**src/rtl/alu_seq_if.sv**
```systemverilog
// Operation/result bundle between the control unit and alu_seq.
// The master drives the request; the slave returns the registered result and flags.
interface alu_seq_if #(
  parameter int WIDTH = 8
);
  logic             start;
  logic [3:0]       op;
  logic [WIDTH-1:0] a;
  logic [WIDTH-1:0] b;
  logic [WIDTH-1:0] y;
  logic             flag_z;
  logic             flag_c;
  logic             flag_v;
  logic             flag_n;
  logic             busy;
  logic             done;

  modport master (
    output start, op, a, b,
    input  y, flag_z, flag_c, flag_v, flag_n, busy, done
  );

  modport slave (
    input  start, op, a, b,
    output y, flag_z, flag_c, flag_v, flag_n, busy, done
  );
endinterface

```
**src/rtl/alu_seq.sv**
```systemverilog
// Registered ALU with start/done handshake and Z/C/V/N flags.
// Define ALU_SEQ_MUL_EN to build the iterative shift-add multiplier (op 12).
module alu_seq #(
  parameter int WIDTH = 8,
  parameter int CNT_W = $clog2(WIDTH) + 1
) (
  input logic      clk,
  input logic      reset,
  alu_seq_if.slave bus
);
  localparam int               MSB     = WIDTH - 1;
  localparam logic [WIDTH-1:0] ZERO    = {WIDTH{1'b0}};
  localparam logic [WIDTH-1:0] MIN_NEG = {1'b1, {(WIDTH-1){1'b0}}};
  localparam logic [3:0]       OP_MUL  = 4'd12;

  typedef struct packed {
    logic [WIDTH-1:0] y;
    logic             c;
    logic             v;
  } alu_res_t;

  function automatic alu_res_t alu_eval(
    input logic [3:0]       op,
    input logic [WIDTH-1:0] a,
    input logic [WIDTH-1:0] b,
    input logic             c_in
  );
    alu_res_t       r;
    logic [WIDTH:0] sum;
    r.y = ZERO;
    r.c = 1'b0;
    r.v = 1'b0;
    sum = {(WIDTH+1){1'b0}};
    case (op)
      4'd0: r.y = a;
      4'd1: r.y = ~a;
      4'd2: begin
        sum = {1'b0, a} + {1'b0, b};
        r.y = sum[WIDTH-1:0];
        r.c = sum[WIDTH];
        r.v = (a[MSB] == b[MSB]) && (r.y[MSB] != a[MSB]);
      end
      4'd3: begin
        r.y = a - b;
        r.c = (a < b);
        r.v = (a[MSB] != b[MSB]) && (r.y[MSB] != a[MSB]);
      end
      4'd4: r.y = a & b;
      4'd5: r.y = a | b;
      4'd6: begin
        r.y = ZERO - a;
        r.c = (a != ZERO);
        r.v = (a == MIN_NEG);
      end
      4'd7: begin
        r.y = ZERO - b;
        r.c = (b != ZERO);
        r.v = (b == MIN_NEG);
      end
      4'd8: r.y = a ^ b;
      4'd9: begin
        r.y = {a[MSB-1:0], 1'b0};
        r.c = a[MSB];
        r.v = a[MSB] ^ a[MSB-1];
      end
      4'd10: begin
        r.y = {1'b0, a[MSB:1]};
        r.c = a[0];
      end
      4'd11: begin
        // ADC chains on the carry left by the previous operation
        sum = {1'b0, a} + {1'b0, b} + {{WIDTH{1'b0}}, c_in};
        r.y = sum[WIDTH-1:0];
        r.c = sum[WIDTH];
        r.v = (a[MSB] == b[MSB]) && (r.y[MSB] != a[MSB]);
      end
      default: r.y = ZERO;
    endcase
    return r;
  endfunction

  logic [WIDTH-1:0] y_q, y_d;
  logic             z_q, z_d;
  logic             c_q, c_d;
  logic             v_q, v_d;
  logic             n_q, n_d;
  logic             done_q, done_d;
  alu_res_t         res_s;
  logic             single_s;

  assign res_s = alu_eval(bus.op, bus.a, bus.b, c_q);

`ifdef ALU_SEQ_MUL_EN
  typedef enum logic {
    S_IDLE = 1'b0,
    S_MUL  = 1'b1
  } state_t;

  localparam logic [CNT_W-1:0] CNT_LAST = CNT_W'(WIDTH - 1);

  state_t             state_q, state_d;
  logic               busy_q, busy_d;
  logic [2*WIDTH-1:0] mcand_q, mcand_d;
  logic [2*WIDTH-1:0] acc_q, acc_d;
  logic [2*WIDTH-1:0] acc_sum_s;
  logic [WIDTH-1:0]   mplier_q, mplier_d;
  logic [CNT_W-1:0]   cnt_q, cnt_d;
  logic               mul_fin_s;

  assign single_s  = (state_q == S_IDLE) && bus.start && (bus.op != OP_MUL);
  assign mul_fin_s = (state_q == S_MUL) && (cnt_q == CNT_LAST);
  assign acc_sum_s = acc_q + (mplier_q[0] ? mcand_q : {(2*WIDTH){1'b0}});

  // Multiplier sequencing: one partial product per cycle
  always_comb begin
    state_d  = state_q;
    busy_d   = busy_q;
    mcand_d  = mcand_q;
    acc_d    = acc_q;
    mplier_d = mplier_q;
    cnt_d    = cnt_q;
    case (state_q)
      S_IDLE: begin
        if (bus.start && (bus.op == OP_MUL)) begin
          state_d  = S_MUL;
          busy_d   = 1'b1;
          mcand_d  = {{WIDTH{1'b0}}, bus.a};
          mplier_d = bus.b;
          acc_d    = {(2*WIDTH){1'b0}};
          cnt_d    = {CNT_W{1'b0}};
        end else begin
          busy_d = 1'b0;
        end
      end
      S_MUL: begin
        acc_d    = acc_sum_s;
        mcand_d  = {mcand_q[2*WIDTH-2:0], 1'b0};
        mplier_d = {1'b0, mplier_q[WIDTH-1:1]};
        if (cnt_q == CNT_LAST) begin
          state_d = S_IDLE;
          busy_d  = 1'b0;
          cnt_d   = {CNT_W{1'b0}};
        end else begin
          cnt_d = cnt_q + CNT_W'(1);
        end
      end
      default: begin
        state_d = S_IDLE;
        busy_d  = 1'b0;
      end
    endcase
  end

  // Multiplier state registers
  always_ff @(posedge clk) begin
    if (reset) begin
      state_q  <= S_IDLE;
      busy_q   <= 1'b0;
      mcand_q  <= {(2*WIDTH){1'b0}};
      acc_q    <= {(2*WIDTH){1'b0}};
      mplier_q <= {WIDTH{1'b0}};
      cnt_q    <= {CNT_W{1'b0}};
    end else begin
      state_q  <= state_d;
      busy_q   <= busy_d;
      mcand_q  <= mcand_d;
      acc_q    <= acc_d;
      mplier_q <= mplier_d;
      cnt_q    <= cnt_d;
    end
  end

  assign bus.busy = busy_q;
`else
  assign single_s = bus.start;
  assign bus.busy = 1'b0;
`endif

  // Result and flag update; values hold between operations
  always_comb begin
    y_d    = y_q;
    z_d    = z_q;
    c_d    = c_q;
    v_d    = v_q;
    n_d    = n_q;
    done_d = 1'b0;
    if (single_s) begin
      y_d    = res_s.y;
      c_d    = res_s.c;
      v_d    = res_s.v;
      z_d    = (res_s.y == ZERO);
      n_d    = res_s.y[MSB];
      done_d = 1'b1;
    end
`ifdef ALU_SEQ_MUL_EN
    else if (mul_fin_s) begin
      // final partial product folded in on the same edge that retires the op
      y_d    = acc_sum_s[WIDTH-1:0];
      c_d    = (acc_sum_s[2*WIDTH-1:WIDTH] != ZERO);
      v_d    = 1'b0;
      z_d    = (acc_sum_s[WIDTH-1:0] == ZERO);
      n_d    = acc_sum_s[MSB];
      done_d = 1'b1;
    end
`endif
    else begin
      done_d = 1'b0;
    end
  end

  // Output registers
  always_ff @(posedge clk) begin
    if (reset) begin
      y_q    <= ZERO;
      z_q    <= 1'b0;
      c_q    <= 1'b0;
      v_q    <= 1'b0;
      n_q    <= 1'b0;
      done_q <= 1'b0;
    end else begin
      y_q    <= y_d;
      z_q    <= z_d;
      c_q    <= c_d;
      v_q    <= v_d;
      n_q    <= n_d;
      done_q <= done_d;
    end
  end

  assign bus.y      = y_q;
  assign bus.flag_z = z_q;
  assign bus.flag_c = c_q;
  assign bus.flag_v = v_q;
  assign bus.flag_n = n_q;
  assign bus.done   = done_q;
endmodule

```
**src/flat_wrapper.sv**
```systemverilog
// flat-port wrapper written by rule: the top's interface ports become plain ports
module alu_seq_flat 
#(
  parameter int WIDTH = 8,
  parameter int CNT_W = $clog2(WIDTH) + 1
)
  (clk, reset, bus_start, bus_op, bus_a, bus_b, bus_y, bus_flag_z, bus_flag_c, bus_flag_v, bus_flag_n, bus_busy, bus_done);
  alu_seq_if #(.WIDTH(WIDTH)) bus_i ();
  input logic clk;
  input logic reset;
  input wire logic [$bits(bus_i.start)-1:0] bus_start;
  input wire logic [$bits(bus_i.op)-1:0] bus_op;
  input wire logic [$bits(bus_i.a)-1:0] bus_a;
  input wire logic [$bits(bus_i.b)-1:0] bus_b;
  output wire logic [$bits(bus_i.y)-1:0] bus_y;
  output wire logic [$bits(bus_i.flag_z)-1:0] bus_flag_z;
  output wire logic [$bits(bus_i.flag_c)-1:0] bus_flag_c;
  output wire logic [$bits(bus_i.flag_v)-1:0] bus_flag_v;
  output wire logic [$bits(bus_i.flag_n)-1:0] bus_flag_n;
  output wire logic [$bits(bus_i.busy)-1:0] bus_busy;
  output wire logic [$bits(bus_i.done)-1:0] bus_done;
  assign bus_i.start = bus_start;
  assign bus_i.op = bus_op;
  assign bus_i.a = bus_a;
  assign bus_i.b = bus_b;
  assign bus_y = bus_i.y;
  assign bus_flag_z = bus_i.flag_z;
  assign bus_flag_c = bus_i.flag_c;
  assign bus_flag_v = bus_i.flag_v;
  assign bus_flag_n = bus_i.flag_n;
  assign bus_busy = bus_i.busy;
  assign bus_done = bus_i.done;
  alu_seq #(.WIDTH(WIDTH), .CNT_W(CNT_W)) u_core (.clk(clk), .reset(reset), .bus(bus_i));
endmodule
```
**config.mk**
```make
export PLATFORM = sky130hd
export DESIGN_NAME = alu_seq_flat
export DESIGN_NICKNAME = d
export VERILOG_FILES = /design/src/rtl/alu_seq_if.sv /design/src/rtl/alu_seq.sv /design/src/flat_wrapper.sv
export SDC_FILE = /design/constraint.sdc
export NUM_CORES = 1
export LEC_CHECK = 0
export ABC_CLOCK_PERIOD_IN_PS = 2600
export CAP_MARGIN = 25
export CORE_ASPECT_RATIO = 0.7
export CORE_MARGIN = 8
export CORE_UTILIZATION = 51
export CTS_CLUSTER_DIAMETER = 200
export DETAILED_ROUTE_END_ITERATION = 10
export PLACE_DENSITY = 0.78
export SLEW_MARGIN = 25
export SYNTH_ARGS = -nofsm -noshare
export SYNTH_HDL_FRONTEND = slang
export SYNTH_SLANG_ARGS = --single-unit
```
**constraint.sdc**
```tcl
create_clock -name clk -period 2.6 [get_ports clk]
set_input_delay 0.39 -clock clk [delete_from_list [all_inputs] [get_ports clk]]
set_output_delay 0.39 -clock clk [all_outputs]
set_load 0.05 [all_outputs]
```
==> flow_summary.toml <==
[status]
status = "complete, but fails checks"
violations = "negative setup slack"

[yosys]
syn-num-nets = 426
synth_area_leaders = "ha_1 13%, dfxtp_1 8.8%, xnor2_1 6.4%, mux2i_1 4.4%, nor2_1 4.4%"
post-synth-top-area-fraction_pct = 12.80
synth.distinct_cells = 72
yosysMostFrequentCell = "nor2_1"
syn_area_mm2 = 0.002736
synth_async_sr_flop_share_pct = 0
ys_seq_area_share_pct = 8.779
ys.flop_type = "dfxtp_1"
synth-seq-cells = 12
synth_commonest_cells = "32 x nor2_1, 28 x ha_1, 27 x inv_1, 27 x nand2_1"
synth_top_cell_by_area = "ha_1"
ys_warn_count = 0
synth_enable_flop_cells = 0
syn_area_per_cell_um2 = 7.336
synthCells = 373

[timing]
fmax_ghz = 0.3571
post-route-period-util_pct = 107.7
finClkSkew_ns = 0.004119
finalMaxSlewViolations = 0
postLayoutSetupSlackWorst_ns = -0.2004
layout_min_cycle_time_ns = 2.800
tightestPinTransition_ns = 0.6809
slew_headroom_pct = 54.44
setup_viol = 5
rsz0062_at_grt = "true"
hold_viol = 0

[floorplan]
dieArea_mm2 = 0.008003
die_h_um = 77.29
fp.dieW_um = 103.6
ios = 37
std_cell_rows = 22
initial_core_util_pct = 52.60
core_area_mm2 = 0.005202

[worst_setup_path]
max_stage_delay_ns = 0.43
cp.required_ns = 2.74
crit_path_cell_trace = "buf_8 > ha_4 > inv_2 > fa_2 > inv_1 > ha_1 > nand2_1 > inv_1 > nand4_1 > xor2_1 > a211oi_2 > nand4_1 > o31ai_2"
cp.arrival_ns = 2.94
worstPathMaxFanout = 4
crit_type = "input port to flop"
worst_setup_path_start_kind = "input port"
slowest_stage = "fa_2"
cp-end-kind = "flop"

[cts]
clkSinkCount = 12
clk_path_buf_depth = 2
cts_made_buffers = 3
tritoncts = "built"
cts.clk_slew.worst_paths_ns = 0.06
h-tree-depth = 1
clk_latency_ns = 0.24
root_buffer = "clkbuf_8"
hold_buffers = 0

[drt]
drc = 0
drt-wirelength-per-cell_um = 22.69
drt-met1-wl_um = 4949
wirelength_um = 13690
wl_met3_um = 1969
dr.pass1.iters = 6
avgViaCountPerCell = 6.643
wl_met2_um = 5805
drt_iter0_markers = 644
top_layer = "met4"
vias = 4006
antenna_left = 0

[power_and_ir_drop]
powerDensity_mw_per_mm2 = 314.7
vdd_drop_max_mv = 0.1639
p_leak_nw = 2.044

[layout]
nets = 585
fillers = 260
synthToLayoutAreaGrowth_pct = 67.31
antennaDiodeCount = 0
drive_above_1_share_pct = 44.07
fin_util_pct = 88.00
fin_cells = 603

[global_route]
antenna_found_initial = 0
track_usage_pct = 27.62
grt_max_degree = 21
grt_overflow = 0
grt_pass1_wl_um = 18510
grt_pass1_vias = 3597

[run]
drv_cap = 0

[placed_design]
place.gp.congestion = 0.9765
hpwl_um = 8505
dp.cells = 574
portBuffers = 35

[min_path]
min_path_type = "flop to flop"
worst max-delay path, delay by kind of cell:
kind | cells | cell delay, ns
compound gates | 2 | 0.60
xor+xnor | 1 | 0.21
fa+ha+maj | 3 | 0.83
buf+inv | 4 | 0.42
simple gates | 3 | 0.50
layout make-up:
cell class | count | area (um^2) | share of cell area [%]
well taps | 72 | 90.09 | 1.968
inverters | 27 | 103.9 | 2.268
flip-flops and latches | 12 | 240.2 | 5.247
clock buffers | 4 | 55.05 | 1.203
multi-input cells | 306 | 2595 | 56.68
repair buffers | 182 | 1494 | 32.63
stage by stage:
step	setup TNS (ns)	area, um^2	hold WS, ns	power, mW	setup WS [ns]
finish	-0.2881	4578	0.4840	1.441	-0.2004
global route	-0.7914	4578	0.5364	1.492	-0.2793
CTS	0	4273	0.4865	1.289	0.001469
detailed placement	-5.847	3956	0.4817	1.013	-0.8571
global placement	-4.935	3956	0.4717	0.9955	-0.7025
floorplan	0	2745	0.5830	0.6624	0.01043
path summary, 6_finish.rpt:
path                          start           endpoint  slack, ns  cells past startpoint
hold / removal      u_core.bus.y[3]    u_core.bus.y[3]       0.48                      2
hold reg to reg     u_core.bus.y[3]    u_core.bus.y[3]       0.48                      2
setup / recovery           bus_b[0]  u_core.bus.flag_z      -0.20                     13
setup reg to reg  u_core.bus.flag_c  u_core.bus.flag_z       0.21                      9
report_power, final:
group | internal, mW | leakage (nW) | switching, mW | total (mW)
Sequential | 0.197 | 0.0987 | 0.00700 | 0.204
Clock | 0.134 | 0.0288 | 0.0702 | 0.204
Combinational | 0.479 | 1.92 | 0.554 | 1.03
Total | 0.809 | 2.04 | 0.631 | 1.44
metal layers:
layer  global-route usage (%)  vias to the layer above
li1                         -                     1666
met1                    35.66                     1810
met2                    44.13                      412
met3                    5.175                      118
met4                    10.95                        0
met5                        0                        -
layout by cell type (no fill, tap or decap), types with 5 or more instances in the layout:
cell type / Yosys / layout
inv_1: 27 / 17
mux2i_1: 12 / 10
buf_4: 4 / 136
a211oi_1: 10 / 7
a22oi_1: 7 / 7
nor3_1: 16 / 11
nor2_1: 32 / 30
xnor2_1: 20 / 17
buf_6: 2 / 11
o21ai_0: 12 / 9
nand2_1: 27 / 27
nor3_2: 0 / 5
inv_2: 0 / 9
nand3_1: 10 / 8
ha_1: 28 / 17
o22ai_1: 8 / 8
a31oi_1: 5 / 5
clkdlybuf4s50_1: 0 / 23
nor2b_1: 9 / 8
a21oi_1: 20 / 18
a21o_1: 5 / 5
dfxtp_1: 12 / 12
ha_4: 0 / 9
nand2b_1: 8 / 8
sequential cells by signal (all words and copies together), names as in the netlist:
| name | flops |
|---|---|
| u_core.bus.done | 1 |
| u_core.bus.flag_c | 1 |
| u_core.bus.flag_n | 1 |
| u_core.bus.flag_v | 1 |
| u_core.bus.flag_z | 1 |
| u_core.bus.y | 7 |
kinds of logic after synthesis:
group	synth area share [%]
AOI/OAI and AO/OA	30.32
xor gates and xnor gates	8.871
buffers and inverters	8.962
and+or+nand+nor	24.28
other	0.1370
adders and majority gates	14.27
DFF	8.779
muxes	4.390
timing repair:
item | in CTS | in global routing
setup buffers | 7 | 18
cloned | 0 | 0
hold endpoints to repair | 0 | 0
setup endpoints to repair | 9 | 7
resized for setup | 70 | 60
pin swaps | 27 | 24
(Power assumes the default switching activity.)
